<file path="src/rtl/pattern_sequencer.sv">
// pattern_sequencer: colour sequence playback/check engine; define PATTERN_SEQ_WRAP_EN to loop at the end of the sequence
module pattern_sequencer #(
  parameter int COLOR_W = 2,
  parameter int MAX_LEN = 16,
  parameter int LEN_W = 5
) (
  input  logic                       clk,
  input  logic                       reset,
  input  logic                       load_p,
  input  logic [COLOR_W*MAX_LEN-1:0] pattern,
  input  logic [LEN_W-1:0]           length,
  input  logic                       next,
  input  logic                       rewind,
  input  logic                       guess_valid,
  input  logic [COLOR_W-1:0]         guess,
  output logic [COLOR_W-1:0]         compare,
  output logic                       valid,
  output logic [LEN_W-1:0]           index,
  output logic                       done,
  output logic                       hit,
  output logic                       miss
);
  typedef enum logic [1:0] {S_IDLE, S_READY, S_RUN, S_DONE} state_t;
  state_t                     state_q, state_d;
  logic [COLOR_W*MAX_LEN-1:0] pat_q, pat_d;
  logic [LEN_W-1:0]           len_q, len_d, index_q, index_d, index_inc;
  logic [COLOR_W-1:0]         compare_q, compare_d, cur;
  logic                       valid_q, valid_d, done_q, done_d, hit_q, hit_d, miss_q, miss_d;
  logic                       active, adv;
  // colour at the current index; colour 0 lives in the most significant slot
  always_comb begin
    cur = '0;
    for (int i = 0; i < MAX_LEN; i++)
      if (index_q == LEN_W'(i)) cur = pat_q[(MAX_LEN-i)*COLOR_W-1 -: COLOR_W];
  end
  assign active = (state_q == S_READY) || (state_q == S_RUN);
  assign index_inc = index_q + LEN_W'(1);
  // next-state: one event per cycle in priority load > rewind > guess > next
  always_comb begin
    state_d = state_q;
    pat_d = pat_q;
    len_d = len_q;
    compare_d = compare_q;
    valid_d = valid_q;
    index_d = index_q;
`ifdef PATTERN_SEQ_WRAP_EN
    done_d = 1'b0;
`else
    done_d = done_q;
`endif
    hit_d = 1'b0;
    miss_d = 1'b0;
    adv = 1'b0;
    if (load_p) begin
      pat_d = pattern;
      len_d = (length == '0) ? LEN_W'(1) : (length > LEN_W'(MAX_LEN)) ? LEN_W'(MAX_LEN) : length;
      index_d = '0;
      valid_d = 1'b0;
      done_d = 1'b0;
      state_d = S_READY;
    end else if (rewind && state_q != S_IDLE) begin
      index_d = '0;
      valid_d = 1'b0;
      done_d = 1'b0;
      state_d = S_READY;
    end else if (guess_valid && active) begin
      hit_d = (guess == cur);
      miss_d = (guess != cur);
      adv = (guess == cur);
    end else if (next && active) begin
      compare_d = cur;
      valid_d = 1'b1;
      adv = 1'b1;
    end
    if (adv) begin
      index_d = index_inc;
      state_d = S_RUN;
      if (index_inc == len_q) begin
        done_d = 1'b1;
`ifdef PATTERN_SEQ_WRAP_EN
        index_d = '0;
`else
        state_d = S_DONE;
`endif
      end
    end
  end
  // state and registered outputs, synchronous reset discards the pattern
  always_ff @(posedge clk) begin
    if (reset) begin
      state_q <= S_IDLE;
      pat_q <= '0;
      len_q <= '0;
      compare_q <= '0;
      valid_q <= 1'b0;
      index_q <= '0;
      done_q <= 1'b0;
      hit_q <= 1'b0;
      miss_q <= 1'b0;
    end else begin
      state_q <= state_d;
      pat_q <= pat_d;
      len_q <= len_d;
      compare_q <= compare_d;
      valid_q <= valid_d;
      index_q <= index_d;
      done_q <= done_d;
      hit_q <= hit_d;
      miss_q <= miss_d;
    end
  end
  assign compare = compare_q;
  assign valid = valid_q;
  assign index = index_q;
  assign done = done_q;
  assign hit = hit_q;
  assign miss = miss_q;
endmodule

</file>
<file path="config.mk">
export PLATFORM = sky130hd
export DESIGN_NAME = pattern_sequencer
export DESIGN_NICKNAME = d
export VERILOG_FILES = /design/src/rtl/pattern_sequencer.sv
export SDC_FILE = /design/constraint.sdc
export NUM_CORES = 1
export LEC_CHECK = 0
export BUFFER_PORTS_ARGS = -buffer_cell sky130_fd_sc_hd__buf_2
export CAP_MARGIN = 25
export CORE_UTILIZATION = 54
export CTS_CLUSTER_SIZE = 40
export DETAILED_ROUTE_END_ITERATION = 10
export PLACE_DENSITY = 0.79
export SYNTH_ARGS = -nofsm -noshare
export SYNTH_HDL_FRONTEND = slang
export SYNTH_SLANG_ARGS = --single-unit
</file>
<file path="constraint.sdc">
create_clock -name clk -period 3.3 [get_ports clk]
set_input_delay 0.33 -clock clk [delete_from_list [all_inputs] [get_ports clk]]
set_output_delay 0.33 -clock clk [all_outputs]
set_load 0.05 [all_outputs]
</file>
==> results of run 1 <==
[worst max-delay path: cells and delay by family (launching register included)]
kind                       cells  cell delay (ns)
AOI/OAI and AO/OA              5             1.10
adders and majority gates      1             0.59
and+or+nand+nor                2             0.50
DFF                            1             0.48
muxes                          1             0.31
[per-layer routing]
metal  GRT usage  wire length, um  up-vias
met1       0.326             2830     1129
met2       0.403             2870       82
met3      0.0417              342        6
met5           0                0        -
met4      0.0741               58        0
li1            -                -     1173
[stage by stage]
step	hold slack, ns	setup WS, ns	instances	total power, mW	area (um^2)
floorplan	0.449	0.208	305	0.803	2670
global placement	0.432	0.424	414	0.858	2970
detailed placement	0.440	0.211	414	0.865	2970
CTS	0.256	0.184	422	1.38	3110
global route	0.253	0.00183	422	1.43	3110
finish	0.256	0.225	422	1.38	3110
[placed cells by master, fill, tap and decap left out, types with 4 or more instances in the layout]
| master | instances |
|---|---|
| mux2i_1 | 33 |
| a31oi_1 | 4 |
| ha_1 | 5 |
| nand3_1 | 4 |
| nor3_1 | 5 |
| nand2b_1 | 7 |
| nor2b_1 | 9 |
| nand2_1 | 15 |
| xnor2_1 | 6 |
| clkbuf_8 | 6 |
| nor2_1 | 50 |
| inv_1 | 15 |
| o21ai_1 | 6 |
| nor3b_1 | 4 |
| a21oi_1 | 19 |
| dfxtp_1 | 50 |
| buf_2 | 55 |
| buf_4 | 4 |
[cell families (layout without fill, tap and decap cells)]
| logic type | count (synthesis) | in the layout |
|---|---|---|
| adders and majority gates | 6 | 6 |
| buffers and inverters | 33 | 83 |
| AOI/OAI and AO/OA | 67 | 67 |
| xor gates and xnor gates | 7 | 7 |
| DFF | 50 | 50 |
| and+or+nand+nor | 108 | 108 |
| muxes | 34 | 34 |
[flip-flops by register name, indices dropped and copies added (netlist names)]
| signal | count |
|---|---|
| valid | 1 |
| miss | 1 |
| done | 1 |
| index | 5 |
| pat_q | 32 |
| compare | 2 |
| len_q | 5 |
| hit | 1 |
| state_q | 2 |
[cells in the mapped netlist, types with 3 or more instances]
master	n
dfxtp_1	50
nor2_1	50
mux2i_1	33
a21oi_1	19
inv_1	15
nand2_1	15
nor2b_1	9
nand2b_1	7
clkbuf_1	6
ha_1	6
o21ai_1	6
xnor2_1	6
nor3_1	5
a31oi_1	4
buf_2	4
nand3_1	4
nor3b_1	4
and3_1	3
buf_1	3
o211ai_1	3
o21ai_0	3
[layout make-up]
class	count	area, um^2	share of cell area
Clock inverter	2	60.1	0.0193
Clock buffer	6	82.6	0.0265
Sequential cell	50	1000	0.321
Timing Repair Buffer	59	305	0.0980
Tap cell	67	83.8	0.0269
Multi-Input combinational cell	222	1520	0.489
Inverter	16	60.1	0.0193
[worst min path at each step]
stage	end	slack (ns)	from	cells after the start
2_1_floorplan	state_q[1]	0.45	state_q[1]	2
3_3_place_gp	done	0.43	done	2
3_5_place_dp	done	0.44	done	2
4_1_cts	pat_q[18]	0.26	pattern[18]	3
5_1_grt	pat_q[16]	0.25	pattern[16]	3
6_report	pat_q[18]	0.26	pattern[18]	3
[what timing repair did]
item                       4_1_cts  5_1_grt
buffers inserted                 0        0
setup endpoints to repair        0        2
resized for setup                0        1
[power groups by stage]
| stage | registers, mW | logic (mW) | clock network [mW] |
|---|---|---|---|
| after floorplan | 0.672 | 0.132 | 0 |
| after global routing | 0.658 | 0.218 | 0.551 |
| final | 0.655 | 0.198 | 0.524 |
| after global placement | 0.668 | 0.190 | 0 |
| after CTS | 0.655 | 0.198 | 0.530 |
| after detailed placement | 0.669 | 0.196 | 0 |
==> summary.json, run 1 <==
{
  "worst_setup_path": {
    "worstSetupEndpoint": "index[2]",
    "crit_path_cell_trace": "ha_1 > or3b_1 > o2111ai_1 > a211o_1 > o211ai_1 > and3_1 > o2111ai_4 > a21oi_2 > mux2_4",
    "max_stage_delay_ns": 0.59,
    "regToRegEndpoint": "index[2]",
    "worst-endpoint-arrival_ns": 3.27,
    "timing.rr.start": "index[0]",
    "crit_type": "reg2reg",
    "flop2flop_setup_slack_ns": 0.22,
    "r2r_cells": 9,
    "worst_ep_required_time_ns": 3.49,
    "worst-path-max-fanout": 18,
    "worstSetupEndpointType": "flop",
    "critical_path.slowest_cell": "ha_1",
    "critical_path.startpoint": "index[0]",
    "critical_path.startpoint_type": "flop"
  },
  "logic_synthesis": {
    "yosysUniqueCellTypes": 58,
    "synth-adder-area-share": 0.0281,
    "post_syn_area_mm2": 0.00267,
    "post-synth-top-area-cell": "dfxtp_1",
    "syn-instance-count": 305,
    "yosysSeqAreaShare": 0.375,
    "synth.area.mux_share": 0.129,
    "synth_compound_area_frac": 0.195,
    "postSynth.asyncResetShare": 0,
    "synth-xor-area-share": 0.0230,
    "area_fraction_of_the_dominant_cell_type_after_synthesis": 0.375,
    "postSynthRegisterBits": 50,
    "post_synth_main_area_contributors": "dfxtp_1 (38%), mux2i_1 (12%), nor2_1 (7.0%), a21oi_1 (3.6%), ha_1 (2.8%)",
    "combinational_family_with_the_most_area_after_synthesis": "compound AO/OA/AOI/OAI gates",
    "synth_nets": 356,
    "yosys_warnings": 0,
    "synthesis.area_per_instance_um2": 8.75,
    "dominantRegCellSynth": "dfxtp_1",
    "number_of_enable_type_register_cells_in_the_synthesized_netlist": 0,
    "synth_simple_gate_area_frac": 0.194
  },
  "global_routing": {
    "first_global_vias": 2189,
    "globalRoute.totalOverflow": 0,
    "grt_pass1_wl_um": 10000,
    "grt_antenna_before_repair": 0,
    "pin_count_of_the_biggest_net_entering_global_routing": 41,
    "grt_util_all_layers": 0.244
  },
  "timing": {
    "max_slew.worst_pin.slew_ns": 0.601,
    "timing.slew.headroom": 0.599,
    "final_min_period_over_clock_period": 0.932,
    "final-hold-violation-count": 0,
    "min_period_ns": 3.08,
    "top_achievable_clock_speed_mhz": 325,
    "setup_viol": 0,
    "tns_ns": 0,
    "timing.final.max_slew_violations": 0,
    "skew_ns": 0.00735,
    "rsz0062_at_grt": "false"
  },
  "flow_run": {
    "maxCapViolations": 0
  },
  "routing": {
    "drcViolationCount": 0,
    "drt_pass1_iterations": 4,
    "num_vias": 2390,
    "avgRoutedWirePerCell_um": 14.5,
    "detail_route.wirelength_um": 6100,
    "route.detailed.vias_per_inst": 5.66,
    "drt_iter0_markers": 190,
    "ant_nets": 0
  },
  "pwr": {
    "leakagePower_nw": 1.38,
    "power_frac_clock": 0.381,
    "swShare": 0.244,
    "net-switching-power_mw": 0.336,
    "pwr-share-seq": 0.476,
    "p_comb_frac": 0.144,
    "power_density_mw_per_mm2": 442,
    "p_int_mw": 1.04,
    "maximum_ir_drop_on_the_vdd_rail_v": 0.000242
  },
  "floorplanning": {
    "placeable_core_region_mm2": 0.00475,
    "row_count": 25,
    "die_height_um": 72.3,
    "initial_core_utilization": 0.561,
    "design.portCount": 56,
    "chipWidth_um": 72.3,
    "die-area_mm2": 0.00523
  },
  "finish": {
    "final_antenna_diode_count": 0,
    "final_core_util": 0.655,
    "fin_nets": 405,
    "final_layout_size_suffix_gt1_frac": 0.237,
    "synthToLayoutAreaGrowth_pct": 16.7,
    "n_fill_cell": 411
  },
  "clock_tree": {
    "cts_tree": "done",
    "worst_skew_pair.late_latency_ns": 0.30,
    "clock_tree.buffer_depth": 2,
    "number_of_h_tree_levels": 2,
    "numCtsBuffers": 5,
    "clock_sink_count": 50,
    "hold_buffers": 0,
    "clock_tree.root_cell": "clkbuf_8",
    "clkSlewWorstSetupHoldPaths_ns": 0.09
  },
  "place": {
    "port_buffers": 55,
    "sum_of_net_half_perimeters_after_detailed_placement_um": 4430,
    "gp_congestion": 0.897
  },
  "hold_path": {
    "hp-class": "in2reg"
  },
  "run_status": {
    "status": "finished clean"
  }
}
Power figures use the tool's default switching activity.
==> run 2, diff against run 1 <==
--- a/config.mk
+++ b/config.mk
@@ -7,10 +7,12 @@
 export LEC_CHECK = 0
 export BUFFER_PORTS_ARGS = -buffer_cell sky130_fd_sc_hd__buf_2
 export CAP_MARGIN = 25
-export CORE_UTILIZATION = 54
+export CORE_UTILIZATION = 57
+export CTS_BUF_LIST = sky130_fd_sc_hd__clkbuf_4
 export CTS_CLUSTER_SIZE = 40
 export DETAILED_ROUTE_END_ITERATION = 10
-export PLACE_DENSITY = 0.79
+export HOLD_SLACK_MARGIN = 0.12
+export PLACE_DENSITY = 0.83
 export SYNTH_ARGS = -nofsm -noshare
 export SYNTH_HDL_FRONTEND = slang
 export SYNTH_SLANG_ARGS = --single-unit
==> run 2 against run 1 <==
Via count fell by 2.1%. Flip-flop and latch count unchanged. Setup slack worse by 0.037 ns. Largest cell class unchanged. Total power down 19%. Die area is 5.1% lower. Non-clock buffer count down 1. Register-to-register slack got worse by 0.04 ns. Critical endpoint unchanged. Largest power group unchanged. Routed wire length shrank 7.7%. Utilization up 2.4 points. Final cell count is 3.8% lower.
==> summary.json, run 2 (synthesized netlist as in run 1, its figures left out) <==
{
  "clock_tree": {
    "worst_skew_pair.late_latency": {"value": 0.36, "unit": "ns", "change": "was 0.30 ns"},
    "clock_sink_count": {"value": 50, "change": "unchanged"},
    "hold_buffers": {"value": 0, "change": "unchanged"},
    "cts-resized-gates": {"value": 0, "change": "unchanged"},
    "clock_tree.buffer_depth": {"value": 2, "change": "unchanged"},
    "cts_post_setup_buffers_inserted": {"value": 0, "change": "unchanged"},
    "cts_tree": {"value": "done", "change": "unchanged"},
    "clkSlewWorstSetupHoldPaths": {"value": 0.13, "unit": "ns", "change": "was 0.09 ns"},
    "numCtsBuffers": {"value": 5, "change": "unchanged"},
    "number_of_h_tree_levels": {"value": 2, "change": "unchanged"},
    "clock_tree.root_cell": {"value": "clkbuf_4", "change": "was clkbuf_8"}
  },
  "timing": {
    "min_period": {"value": 3.11, "unit": "ns", "change": "was 3.08 ns"},
    "tns": {"value": 0, "unit": "ns", "change": "unchanged"},
    "final_min_period_over_clock_period": {"value": 0.943, "change": "was 0.932"},
    "max_slew.worst_pin.slew": {"value": 0.583, "unit": "ns", "change": "was 0.601 ns"},
    "final-hold-violation-count": {"value": 0, "change": "unchanged"},
    "rsz0062_at_grt": {"value": "false", "change": "unchanged"},
    "skew": {"value": 0.00705, "unit": "ns", "change": "was 0.00735 ns"},
    "top_achievable_clock_speed": {"value": 321, "unit": "MHz", "change": "was 325 MHz"},
    "setup_viol": {"value": 0, "change": "unchanged"},
    "timing.slew.headroom": {"value": 0.611, "change": "was 0.599"},
    "timing.final.max_slew_violations": {"value": 0, "change": "unchanged"}
  },
  "flow_run": {
    "maxCapViolations": {"value": 0, "change": "unchanged"}
  },
  "finish": {
    "fin_nets": {"value": 404, "change": "was 405"},
    "synthToLayoutAreaGrowth": {"value": 12.3, "unit": "%", "change": "was 16.7%"},
    "final_antenna_diode_count": {"value": 0, "change": "unchanged"},
    "layout.cells.most_common_list": {"value": "buf_2 (55), nor2_1 (50), dfxtp_1 (50)", "change": "unchanged"},
    "final_common_cell": {"value": "buf_2", "change": "unchanged"},
    "flip_flop_count_of_the_largest_register_after_layout": {"value": 32, "change": "unchanged"},
    "layout.cell_area.non_filler": {"value": 0.00300, "unit": "mm^2", "change": "was 0.00311 mm^2"},
    "final_layout_size_suffix_gt1_frac": {"value": 0.229, "change": "was 0.237"},
    "regMostFlops": {"value": "pat_q", "change": "unchanged"}
  },
  "floorplanning": {
    "design.portCount": {"value": 56, "change": "unchanged"},
    "chipWidth": {"value": 70.4, "unit": "um", "change": "was 72.3 um"},
    "placeable_core_region": {"value": 0.00441, "unit": "mm^2", "change": "was 0.00475 mm^2"},
    "die-area": {"value": 0.00496, "unit": "mm^2", "change": "was 0.00523 mm^2"},
    "initial_core_utilization": {"value": 0.605, "change": "was 0.561"},
    "die_height": {"value": 70.4, "unit": "um", "change": "was 72.3 um"},
    "row_count": {"value": 24, "change": "was 25"}
  },
  "worst_setup_path": {
    "r2r_cells": {"value": 10, "change": "was 9"},
    "worstSetupEndpointType": {"value": "flop", "change": "unchanged"},
    "critical_path.startpoint_type": {"value": "flop", "change": "unchanged"},
    "worst_ep_required_time": {"value": 3.57, "unit": "ns", "change": "was 3.49 ns"},
    "crit_type": {"value": "reg2reg", "change": "unchanged"},
    "worst-endpoint-arrival": {"value": 3.38, "unit": "ns", "change": "was 3.27 ns"},
    "worst-path-max-fanout": {"value": 16, "change": "was 18"}
  },
  "pwr": {
    "power_density": {"value": 373, "unit": "mW/mm^2", "change": "was 442 mW/mm^2"},
    "leakagePower": {"value": 1.34, "unit": "nW", "change": "was 1.38 nW"},
    "maximum_ir_drop_on_the_vdd_rail": {"value": 0.000258, "unit": "V", "change": "was 0.000242 V"}
  },
  "global_routing": {
    "pin_count_of_the_biggest_net_entering_global_routing": {"value": 42, "change": "was 41"},
    "grt_antenna_before_repair": {"value": 0, "change": "unchanged"},
    "grt_util_all_layers": {"value": 0.234, "change": "was 0.244"},
    "first_global_vias": {"value": 2134, "change": "was 2,189"},
    "grt_pass1_wl": {"value": 9360, "unit": "um", "change": "was 10,000 um"},
    "globalRoute.totalOverflow": {"value": 0, "change": "unchanged"}
  },
  "routing": {
    "detail_route.wirelength": {"value": 5630, "unit": "um", "change": "was 6100 um"},
    "ant_nets": {"value": 0, "change": "unchanged"},
    "num_vias": {"value": 2339, "change": "was 2,390"},
    "route.detailed.vias_per_inst": {"value": 5.76, "change": "was 5.66"},
    "drcViolationCount": {"value": 0, "change": "unchanged"},
    "avgRoutedWirePerCell": {"value": 13.9, "unit": "um", "change": "was 14.5 um"},
    "drt_pass1_iterations": {"value": 5, "change": "was 4"},
    "drt_iter0_markers": {"value": 128, "change": "was 190"}
  },
  "hold_path": {
    "holdPathStages": {"value": 3, "change": "unchanged"},
    "hp-class": {"value": "in2reg", "change": "unchanged"}
  },
  "run_status": {
    "status": {"value": "finished clean", "change": "unchanged"}
  },
  "place": {
    "port_buffers": {"value": 55, "change": "unchanged"},
    "sum_of_net_half_perimeters_after_detailed_placement": {"value": 4180, "unit": "um", "change": "was 4430 um"},
    "gp_congestion": {"value": 0.929, "change": "was 0.897"},
    "placed_area": {"value": 0.00294, "unit": "mm^2", "change": "was 0.00297 mm^2"}
  }
}
run 2: path summary, 6_finish.rpt:
| path | slack (ns) | end | start |
|---|---|---|---|
| setup / recovery | 0.19 | index[2] | index[0] |
| hold / removal | 0.19 | pat_q[16] | pattern[16] |
| setup reg to reg | 0.19 | index[2] | index[0] |
| hold reg to reg | 0.48 | done | done |
run 2: worst max-delay path, cell delays in order, from the launching register on:
cell and delay, ns:
dfxtp_1 0.41, inv_1 0.13, ha_1 0.49, inv_1 0.22, o21a_1 0.24, a221oi_2 0.25, o211ai_1 0.18, a21oi_1 0.38
o2111ai_4 0.20, a21oi_2 0.20, mux2_4 0.30
run 2: per-layer routing:
metal  up-vias  part of all wire  track usage
li1       1163                 -            -
met3         8             0.071       0.0476
met4         0             0.012       0.0733
met5         -                 0            0
met2        89              0.45        0.392
met1      1079              0.47        0.302
run 2: final cells by class:
type	instances	area [um^2]
multi-input combinational	222	1520
tap	52	65.1
clock inverter	2	8.76
sequential	50	1000
clock buffer	6	45.0
inverter	16	60.1
timing repair buffer	58	298
fill	381	1420
run 2: per-stage QoR:
stage | instances | util | setup WS, ns | power (mW) | hold slack, ns
2_1_floorplan | 305 | - | 0.208 | 0.803 | 0.449
3_3_place_gp | 398 | 0.667 | 0.435 | 0.855 | 0.432
3_5_place_dp | 398 | 0.667 | 0.270 | 0.860 | 0.463
4_1_cts | 406 | 0.679 | 0.222 | 1.12 | 0.183
5_1_grt | 406 | 0.679 | 0.0259 | 1.17 | 0.186
6_report | 406 | 0.679 | 0.187 | 1.12 | 0.189
run 2: power by group:
part / internal, mW / switching (mW)
Combinational: 0.0846 / 0.106
Clock: 0.0886 / 0.180
Sequential: 0.634 / 0.0228
==> run 3, diff against run 2 <==
--- a/config.mk
+++ b/config.mk
@@ -13,6 +13,7 @@
 export DETAILED_ROUTE_END_ITERATION = 10
 export HOLD_SLACK_MARGIN = 0.12
 export PLACE_DENSITY = 0.83
+export REMOVE_ABC_BUFFERS = 1
 export SYNTH_ARGS = -nofsm -noshare
 export SYNTH_HDL_FRONTEND = slang
 export SYNTH_SLANG_ARGS = --single-unit
==> run 3 against run 2 <==
Clock skew increased by 0.0030 ns. Via count decreased by 0.38%. Utilization grew 0.17 points. Register-to-register slack improved by 0.06 ns. Flip-flop and latch count unchanged. Worst hold slack better by 0.0027 ns. Fmax up 2.1%. Routed wire length up 4.0%. Total power rose by 0.74%. Critical path type unchanged.
==> summary.json, run 3 (synthesized netlist as in run 1, its figures left out) <==
{
  "clock_tree": {
    "clkSlewWorstSetupHoldPaths": {"value": 0.14, "unit": "ns", "change": "was 0.13 ns"},
    "numCtsBuffers": {"value": 5, "change": "unchanged"},
    "number_of_h_tree_levels": {"value": 2, "change": "unchanged"},
    "hold_buffers": {"value": 0, "change": "unchanged"},
    "cts-resized-gates": {"value": 0, "change": "unchanged"},
    "clock_tree.root_cell": {"value": "clkbuf_4", "change": "unchanged"},
    "worst_skew_pair.late_latency": {"value": 0.37, "unit": "ns", "change": "was 0.36 ns"},
    "clock_sink_count": {"value": 50, "change": "unchanged"},
    "cts_tree": {"value": "done", "change": "unchanged"},
    "clock_tree.buffer_depth": {"value": 2, "change": "unchanged"},
    "cts_post_setup_buffers_inserted": {"value": 0, "change": "unchanged"}
  },
  "worst_setup_path": {
    "max_stage_delay": {"value": 0.51, "unit": "ns", "change": "was 0.49 ns"},
    "worst-endpoint-arrival": {"value": 3.31, "unit": "ns", "change": "was 3.38 ns"},
    "crit_buf_inv": {"value": 2, "change": "unchanged"},
    "worst_path_dominant_cell_family": {"value": "compound AO/OA/AOI/OAI gates", "change": "unchanged"},
    "crit_type": {"value": "reg2reg", "change": "unchanged"},
    "worstSetupEndpointType": {"value": "flop", "change": "unchanged"},
    "worst_ep_required_time": {"value": 3.56, "unit": "ns", "change": "was 3.57 ns"},
    "critical_path.startpoint_type": {"value": "flop", "change": "unchanged"},
    "cpMostUsedCell": {"value": "inv_1", "change": "unchanged"},
    "worst-path-max-fanout": {"value": 16, "change": "unchanged"},
    "critical_path.slowest_cell": {"value": "ha_1", "change": "unchanged"},
    "crit_path_cell_trace": {"value": "inv_1 > ha_1 > inv_1 > o21a_1 > a221oi_2 > o211ai_1 > a21oi_1 > nor2_1 > a2111oi_0 > nor3b_1", "change": "was inv_1 > ha_1 > inv_1 > o21a_1 > a221oi_2 > o211ai_1 > a21oi_1 > o2111ai_4 > a21oi_2 > mux2_4"},
    "flop2flop_setup_slack": {"value": 0.25, "unit": "ns", "change": "was 0.19 ns"},
    "timing.rr.start": {"value": "index[0]", "change": "unchanged"},
    "regToRegEndpoint": {"value": "index[3]", "change": "was index[2]"},
    "r2r_cells": {"value": 10, "change": "unchanged"}
  },
  "global_routing": {
    "pin_count_of_the_biggest_net_entering_global_routing": {"value": 42, "change": "unchanged"},
    "grt_util_all_layers": {"value": 0.255, "change": "was 0.234"},
    "grt_pass1_wl": {"value": 10200, "unit": "um", "change": "was 9360 um"},
    "grtUsageMet2": {"value": 0.417, "change": "was 0.392"},
    "globalRoute.totalOverflow": {"value": 0, "change": "unchanged"},
    "grt_util_met1": {"value": 0.332, "change": "was 0.302"},
    "global_route_met3_usage": {"value": 0.0606, "change": "was 0.0476"},
    "top_usage_layer": {"value": "met2", "change": "unchanged"},
    "grt_antenna_before_repair": {"value": 0, "change": "unchanged"},
    "first_global_vias": {"value": 2230, "change": "was 2,134"}
  },
  "routing": {
    "route.detailed.vias_per_inst": {"value": 5.72, "change": "was 5.76"},
    "drt_iter0_markers": {"value": 132, "change": "was 128"},
    "drcViolationCount": {"value": 0, "change": "unchanged"},
    "drt_pass1_iterations": {"value": 4, "change": "was 5"},
    "num_vias": {"value": 2330, "change": "was 2,339"},
    "avgRoutedWirePerCell": {"value": 14.4, "unit": "um", "change": "was 13.9 um"},
    "detail_route.wirelength": {"value": 5850, "unit": "um", "change": "was 5630 um"},
    "ant_nets": {"value": 0, "change": "unchanged"}
  },
  "pwr": {
    "power_density": {"value": 374, "unit": "mW/mm^2", "change": "was 373 mW/mm^2"},
    "maximum_ir_drop_on_the_vdd_rail": {"value": 0.000249, "unit": "V", "change": "was 0.000258 V"},
    "power_frac_clock": {"value": 0.245, "change": "was 0.241"},
    "swShare": {"value": 0.282, "change": "was 0.277"},
    "p_comb_frac": {"value": 0.171, "change": "about the same"},
    "pwr-share-seq": {"value": 0.584, "change": "was 0.588"},
    "net-switching-power": {"value": 0.317, "unit": "mW", "change": "was 0.309 mW"},
    "p_int": {"value": 0.807, "unit": "mW", "change": "about the same"},
    "leakagePower": {"value": 1.34, "unit": "nW", "change": "about the same"}
  },
  "floorplanning": {
    "die_height": {"value": 70.4, "unit": "um", "change": "unchanged"},
    "die-area": {"value": 0.00496, "unit": "mm^2", "change": "unchanged"},
    "chipWidth": {"value": 70.4, "unit": "um", "change": "unchanged"},
    "row_count": {"value": 24, "change": "unchanged"},
    "placeable_core_region": {"value": 0.00441, "unit": "mm^2", "change": "unchanged"},
    "design.portCount": {"value": 56, "change": "unchanged"},
    "initial_core_utilization": {"value": 0.605, "change": "unchanged"}
  },
  "place": {
    "port_buffers": {"value": 55, "change": "unchanged"},
    "sum_of_net_half_perimeters_after_detailed_placement": {"value": 4410, "unit": "um", "change": "was 4180 um"},
    "gp_congestion": {"value": 0.966, "change": "was 0.929"}
  },
  "finish": {
    "fin_nets": {"value": 405, "change": "was 404"},
    "regMostFlops": {"value": "pat_q", "change": "unchanged"},
    "layout.cells.most_common_list": {"value": "buf_2 (55), nor2_1 (50), dfxtp_1 (50)", "change": "unchanged"},
    "flip_flop_count_of_the_largest_register_after_layout": {"value": 32, "change": "unchanged"},
    "synthToLayoutAreaGrowth": {"value": 12.6, "unit": "%", "change": "was 12.3%"},
    "final_layout_size_suffix_gt1_frac": {"value": 0.231, "change": "was 0.229"},
    "final_antenna_diode_count": {"value": 0, "change": "unchanged"},
    "final_common_cell": {"value": "buf_2", "change": "unchanged"},
    "n_fill_cell": {"value": 376, "change": "was 381"}
  },
  "timing": {
    "max_slew.worst_pin.slew": {"value": 0.712, "unit": "ns", "change": "was 0.583 ns"},
    "tns": {"value": 0, "unit": "ns", "change": "unchanged"},
    "min_period": {"value": 3.05, "unit": "ns", "change": "was 3.11 ns"},
    "rsz0062_at_grt": {"value": "false", "change": "unchanged"},
    "final-hold-violation-count": {"value": 0, "change": "unchanged"},
    "final.hold.worst_slack": {"value": 0.192, "unit": "ns", "change": "was 0.189 ns"},
    "final_min_period_over_clock_period": {"value": 0.924, "change": "was 0.943"},
    "setup_viol": {"value": 0, "change": "unchanged"},
    "top_achievable_clock_speed": {"value": 328, "unit": "MHz", "change": "was 321 MHz"},
    "skew": {"value": 0.0101, "unit": "ns", "change": "was 0.00705 ns"},
    "timing.final.max_slew_violations": {"value": 0, "change": "unchanged"},
    "timing.slew.headroom": {"value": 0.525, "change": "was 0.611"}
  },
  "flow_run": {
    "maxCapViolations": {"value": 0, "change": "unchanged"}
  },
  "hold_path": {
    "holdPathStages": {"value": 3, "change": "unchanged"},
    "hold_path_end": {"value": "pat_q[20]", "change": "was pat_q[16]"},
    "hp-class": {"value": "in2reg", "change": "unchanged"},
    "worst_hold_startpoint": {"value": "pattern[20]", "change": "was pattern[16]"}
  },
  "run_status": {
    "status": {"value": "finished clean", "change": "unchanged"}
  }
}
-- run 3: cell count changes in the layout (fill, tap and decap cells not counted) --
cell,previous run,this run
buf_4,3,4
-- run 3: through the flow --
| step | cell area [um^2] | instances | util | worst slack [ns] | power (mW) |
|---|---|---|---|---|---|
| floorplan | 2580 | 288 | - | 0.200 | 0.786 |
| global placement | 2950 | 399 | 0.668 | 0.417 | 0.855 |
| detailed placement | 2950 | 399 | 0.668 | 0.306 | 0.862 |
| CTS | 3000 | 407 | 0.681 | 0.303 | 1.13 |
| global route | 3000 | 407 | 0.681 | 0.00657 | 1.18 |
| finish | 3000 | 407 | 0.681 | 0.251 | 1.12 |
-- run 3: area by class of cell --
| class | count | area [um^2] | share of cell area |
|---|---|---|---|
| multi-input cells | 222 | 1520 | 0.506 |
| repair buffers | 59 | 305 | 0.102 |
| clock inverters | 2 | 8.76 | 0.00292 |
| clock buffers | 6 | 45.0 | 0.0150 |
| flip-flops and latches | 50 | 1000 | 0.333 |
| well taps | 52 | 65.1 | 0.0217 |
| inverters | 16 | 60.1 | 0.0200 |
-- run 3: worst min-delay path, stage by stage --
cell     delay, ns
buf_2         0.07
mux2i_1       0.05
nor2_1        0.07
-- run 3: worst max path at each step --
stage	startpoint	end	slack [ns]	depth (start not counted)
floorplan	index[0]	index[2]	0.20	10
global placement	index[0]	index[2]	0.42	10
detailed placement	index[0]	index[2]	0.31	10
CTS	index[0]	index[2]	0.30	10
global route	index[0]	index[3]	0.007	10
finish	index[0]	index[3]	0.25	10
-- run 3: power by group through the flow --
stage | Combinational [mW] | Sequential [mW] | Clock (mW)
finish | 0.193 | 0.657 | 0.275
global route | 0.216 | 0.661 | 0.308
CTS | 0.193 | 0.657 | 0.280
detailed placement | 0.192 | 0.670 | 0
global placement | 0.186 | 0.669 | 0
floorplan | 0.113 | 0.673 | 0
-- run 3: metal layers --
| layer | part of all wire | wire length [um] |
|---|---|---|
| met2 | 0.47 | 2730 |
| met5 | 0 | 0 |
| met4 | 0.013 | 74 |
| met3 | 0.068 | 398 |
| met1 | 0.45 | 2650 |
